<file path="src/rtl/pipe_adder.sv">
// Purpose: add/subtract unit with the carry chain split into STAGES registered segments.
// Latency: STAGES cycles from accept to out_valid; one beat per cycle sustained.
// Backpressure: valid/ready; stalled stages hold and bubbles collapse, in_ready drops only when stage 0 is full and cannot advance.
module pipe_adder #(
    parameter int WIDTH         = 16,
    parameter int STAGES        = 4,
    parameter int ACTIVE_LOW_IN = 1
) (
    input  logic             clk,
    input  logic             rst,
    input  logic             in_valid,
    output logic             in_ready,
    input  logic [WIDTH-1:0] a,
    input  logic [WIDTH-1:0] b,
    input  logic             cin,
    input  logic             mode,
    output logic             out_valid,
    input  logic             out_ready,
    output logic [WIDTH-1:0] sum,
    output logic             cout,
    output logic             ovf
);
    localparam int SEG  = WIDTH / STAGES;
    localparam int LAST = STAGES - 1;

    // Board switches may be active-low; fold the inversion in before any arithmetic.
    logic [WIDTH-1:0] a_eff;
    logic [WIDTH-1:0] b_eff;
    logic             cin_eff;
    assign a_eff   = (ACTIVE_LOW_IN != 0) ? ~a   : a;
    assign b_eff   = (ACTIVE_LOW_IN != 0) ? ~b   : b;
    assign cin_eff = (ACTIVE_LOW_IN != 0) ? ~cin : cin;

    // Per-stage state: partial result, carry into the next segment, and the
    // operands/mode delayed so later stages can finish the upper segments.
    logic [STAGES-1:0] vld;
    logic [WIDTH-1:0]  res_q [STAGES];
    logic [WIDTH-1:0]  opa_q [STAGES];
    logic [WIDTH-1:0]  opb_q [STAGES];
    logic [STAGES-1:0] cy_q;
    logic [STAGES-1:0] mode_q;

    // ld[k]: stage k captures this cycle; ld[STAGES] is the downstream ready.
    logic [STAGES:0] ld;

    // A stage loads when empty or when everything after it moves (bubble collapse).
    always_comb begin
        ld         = '0;
        ld[STAGES] = out_ready;
        for (int k = LAST; k >= 0; k--) begin
            ld[k] = !vld[k] || ld[k+1];
        end
    end

    assign in_ready = ld[0] && !rst;

    // Inputs seen by each stage: the port operands for stage 0, the previous stage otherwise.
    logic [WIDTH-1:0]  src_a [STAGES];
    logic [WIDTH-1:0]  src_b [STAGES];
    logic [WIDTH-1:0]  src_r [STAGES];
    logic [WIDTH-1:0]  nxt_r [STAGES];
    logic [STAGES-1:0] src_m;
    logic [STAGES-1:0] src_c;
    logic [STAGES-1:0] nxt_c;
    logic [SEG-1:0]    bseg;
    logic [SEG:0]      seg;

    // One SEG-wide add per stage; the carry never ripples past a segment boundary combinationally.
    always_comb begin
        bseg  = '0;
        seg   = '0;
        src_m = '0;
        src_c = '0;
        nxt_c = '0;
        for (int k = 0; k < STAGES; k++) begin
            src_a[k] = '0;
            src_b[k] = '0;
            src_r[k] = '0;
            nxt_r[k] = '0;
        end
        // In subtract mode the borrow-in is inverted to form a + ~b + ~cin.
        src_a[0] = a_eff;
        src_b[0] = b_eff;
        src_m[0] = mode;
        src_c[0] = cin_eff ^ mode;
        for (int k = 1; k < STAGES; k++) begin
            src_a[k] = opa_q[k-1];
            src_b[k] = opb_q[k-1];
            src_r[k] = res_q[k-1];
            src_m[k] = mode_q[k-1];
            src_c[k] = cy_q[k-1];
        end
        for (int k = 0; k < STAGES; k++) begin
            bseg     = src_m[k] ? ~src_b[k][k*SEG +: SEG] : src_b[k][k*SEG +: SEG];
            seg      = {1'b0, src_a[k][k*SEG +: SEG]} + {1'b0, bseg} + {{SEG{1'b0}}, src_c[k]};
            nxt_r[k] = src_r[k];
            nxt_r[k][k*SEG +: SEG] = seg[SEG-1:0];
            nxt_c[k] = seg[SEG];
        end
    end

    // Pipeline registers; a stalled stage keeps its contents so the output stays stable.
    always_ff @(posedge clk) begin
        if (rst) begin
            vld    <= '0;
            cy_q   <= '0;
            mode_q <= '0;
            for (int k = 0; k < STAGES; k++) begin
                res_q[k] <= '0;
                opa_q[k] <= '0;
                opb_q[k] <= '0;
            end
        end else begin
            if (ld[0]) vld[0] <= in_valid;
            for (int k = 1; k < STAGES; k++) begin
                if (ld[k]) vld[k] <= vld[k-1];
            end
            for (int k = 0; k < STAGES; k++) begin
                if (ld[k]) begin
                    res_q[k]  <= nxt_r[k];
                    cy_q[k]   <= nxt_c[k];
                    opa_q[k]  <= src_a[k];
                    opb_q[k]  <= src_b[k];
                    mode_q[k] <= src_m[k];
                end
            end
        end
    end

    assign out_valid = vld[LAST];
    assign sum       = res_q[LAST];
    assign cout      = cy_q[LAST];

    // Signed overflow from the last stage's registered operand/result MSBs; all-zero after reset gives 0.
    logic bmsb_eff;
    assign bmsb_eff = mode_q[LAST] ^ opb_q[LAST][WIDTH-1];
    assign ovf      = (opa_q[LAST][WIDTH-1] == bmsb_eff) &&
                      (res_q[LAST][WIDTH-1] != opa_q[LAST][WIDTH-1]);

endmodule
</file>
<file path="config.mk">
export PLATFORM = sky130hd
export DESIGN_NAME = pipe_adder
export DESIGN_NICKNAME = d
export VERILOG_FILES = /design/src/rtl/pipe_adder.sv
export SDC_FILE = /design/constraint.sdc
export NUM_CORES = 1
export LEC_CHECK = 0
export BUFFER_PORTS_ARGS = -buffer_cell sky130_fd_sc_hd__buf_2
export CORE_MARGIN = 3
export CORE_UTILIZATION = 57
export CTS_BUF_LIST = sky130_fd_sc_hd__clkbuf_16
export DETAILED_ROUTE_END_ITERATION = 10
export PLACE_DENSITY = 0.76
export SYNTH_ARGS = -nofsm -noshare
export SYNTH_HDL_FRONTEND = slang
export SYNTH_SLANG_ARGS = --single-unit
</file>
<file path="constraint.sdc">
create_clock -name clk -period 2.3 [get_ports clk]
set_input_delay 0.115 -clock clk [delete_from_list [all_inputs] [get_ports clk]]
set_output_delay 0.115 -clock clk [all_outputs]
set_load 0.03 [all_outputs]
</file>
==> run_results.csv <==
group,metric,value,unit
sta,final.period_utilization,90.37,%
clock_network,cts_buffer_depth,2,
power,cellPowerDensity,788.9,nW/um2
routing,wl_per_cell,12.04,um
outcome,outcome,"finished, final reports clean",
power,leakage,2.296,nW
routing,drc,0,
critical_path,cp_num_buf_inv,3,
routing,drtIter0Drc,46,
global_route,antenna_found_initial,0,
sta,worst_pin_slew,1061,ps
global_route,grt_remaining_overflow,0,
sta,holdWs,21.06,ps
placed_design,dpl.hpwl,4.344,mm
clock_network,ctsResizeCount,0,
sta,max_slew_margin,29.24,%
hold_path,hp-class,"input pin to flip-flop",
global_route,grt_max_degree,30,
clock_network,clock_sinks,102,
die,pin_count,58,
critical_path,r2r_slack,380,ps
global_route,grt_use_total,15.06,%
sta,setup_viol,0,
die,die_w,95.11,um
critical_path,crit_path_cell_trace,"and3b_1 -> and3_1 -> or2_1 -> buf_12 -> inv_2 -> buf_2",
critical_path,cp.required,2180,ps
clock_network,cts_inserted_buffers,9,
die,core-area,7486,um2
critical_path,cp_slowest_cell,"dfxtp_1",
routing,routed-via-count,2396,
critical_path,cp_slowest_stage_delay,360,ps
sta,finalHoldViolations,0,
die,die_h,95.11,um
synth,syn_area,4526,um2
routing,viasPerCell,4.850,
clock_network,cts_hold_buf,0,
clock_network,cts_setup_buffers,0,
critical_path,path_delay_family,"simple AND/OR/NAND/NOR gates",
clock_network,htree_num_levels,3,
die,rows,31,
synth,yosysWarningCount,0,
die,initial_core_util,60.45,%
sta,fmax,481.1,MHz
critical_path,path_class,"flip-flop to output pin",
die,dieArea,9045,um2
critical_path,end_kind,"output pin",
layout,fin_util,69.85,%
synth,syn-num-nets,391,
synth,syn_area_per_cell,13.59,um2
critical_path,start_kind,"flip-flop",
sta,min_period,2079,ps
placed_design,gp_congestion,0.7957,
hold_path,whs_path_depth,3,
sta,slew_viol_final,0,
job,cap_violations,0,
layout,final_cell_area,5229,um2
layout,fin_nets,448,
power,peakVddDrop,413.8,uV
critical_path,arrival,1960,ps
sta,fin_skew,5.595,ps
placed_design,dpl_cell_area,4897,um2
sta,finalSetupTns,0,ps
layout,diodes,0,
global_route,grt_pass1_vias,2208,
synth,syn_inst,333,
clock_network,root_buffer,"clkbuf_16",
routing,antenna_left,0,
critical_path,worstRegToRegCells,7,
clock_network,clkLatencyLatePin,340,ps
synth,synth_seq_cells,102,
clock_network,cts_tree,"done",
synth,synth.distinct_cells,34,
critical_path,cp_max_fo,29,
hold_path,worstHoldStart,"in_valid",
global_route,grt_pass1_wl,10.23,mm
placed_design,place.port_buffers,57,
routing,routed_wl,5.949,mm
layout,syn_to_final_growth,15.54,%
critical_path,r2r_start,"mode_q[1]",
critical_path,rr_endpoint,"cy_q[2]",
layout,drive_above_1_share,22.78,%
hold_path,hold_end,"vld[0]",
synth,ys_seq_area_share,65.03,%
sta,grt_setup_unrepaired,"false",
routing,drt_first_pass_iters,4,
clock_network,clk_pin_slew,70,ps
[sequential cells by signal, indices dropped and copies added, names as in the netlist]
signal	flops
cy_q	4
mode_q	4
opa_q	25
opb_q	25
res_q	40
vld	4
[power by group]
part           internal [mW]  total [mW]  switching, mW  leakage [nW]
Combinational          0.152       0.335          0.183         0.972
Sequential              2.12        2.15         0.0320          1.17
Clock                  0.969        1.64          0.666         0.156
[layout by cell type, fill, tap and decap left out, drive strengths merged, types with 4 or more instances in the layout]
master  instances
and2           52
dfxtp          12
a21oi           5
ha             12
nor2           43
buf            62
nor3           10
xor2           13
clkbuf          9
nor2b          10
a211oi          4
o21a            7
xnor2           8
inv            19
nand2           7
fa              8
edfxtp         90
[worst register-to-register path: stages (launching register included)]
cell      delay [ps]
dfxtp_1          470
xnor2_1          180
fa_1             220
inv_1             60
fa_1             400
a21o_1           170
a211oi_1         220
a211oi_1          70
[synthesized netlist by cell type (all sizes together)]
cell    count  area share [%]
edfxtp     90              60
and2       52             7.2
nor2       43             5.1
inv        17             1.4
xor2       13             2.5
dfxtp      12             5.3
ha         12             3.3
clkbuf     11            0.91
nor2b      10             1.4
nor3       10             1.2
fa          8             3.5
xnor2       8             1.5
nand2       7            0.58
o21a        7             1.2
a21oi       5            0.55
buf         5             1.0
a211oi      4            0.66
o21ai       3            0.33
a21o        2            0.33
and3b       2            0.39
nand2b      2            0.28
nand3       2            0.22
nand3b      2            0.33
or2         2            0.28
a221oi      1            0.19
a22o        1            0.19
and3        1            0.14
mux2i       1            0.22
[how the worst max path moves through the flow]
stage | cells after the start | startpoint | end
2_1_floorplan | 3 | vld[3] | opa_q[0][10]
3_3_place_gp | 8 | mode | cy_q[0]
3_5_place_dp | 8 | mode | cy_q[0]
4_1_cts | 6 | vld[3] | in_ready
5_1_grt | 6 | vld[3] | in_ready
6_report | 6 | vld[3] | in_ready
[metal layers]
layer  global-route usage (%)  up-vias  part of all wire [%]
met4                    8.293        0                   2.5
met3                    3.552       13                   5.3
li1                         -     1248                     -
met5                        0        -                     0
met1                    19.99     1075                    46
met2                    22.97       60                    46
[logic make-up after synthesis]
kind of cell | Yosys count | share of synthesized area (%)
AOI/OAI and AO/OA | 23 | 3.428
xor gates and xnor gates | 21 | 4.064
adders and majority gates | 20 | 6.856
buffers and inverters | 33 | 3.345
DFF | 102 | 65.03
muxes | 1 | 0.2212
and+or+nand+nor | 133 | 17.06
[stage by stage]
| step | total power [mW] | worst slack (ps) | cells |
|---|---|---|---|
| floorplan | 2.437 | 297.8 | 333 |
| global placement | 2.520 | 412.9 | 478 |
| detailed placement | 2.534 | 332.0 | 478 |
| CTS | 4.155 | 229.6 | 494 |
| global route | 4.307 | 93.20 | 494 |
| finish | 4.125 | 221.5 | 494 |
[layout make-up]
cell class	instances	area, um2
timing repair buffer	62	335.3
fill	531	2257
clock buffer	9	225.2
multi-input combinational	198	1431
sequential	102	2943
tap	99	123.9
clock inverter	7	106.4
inverter	17	63.81
Power figures use the tool's default switching activity.
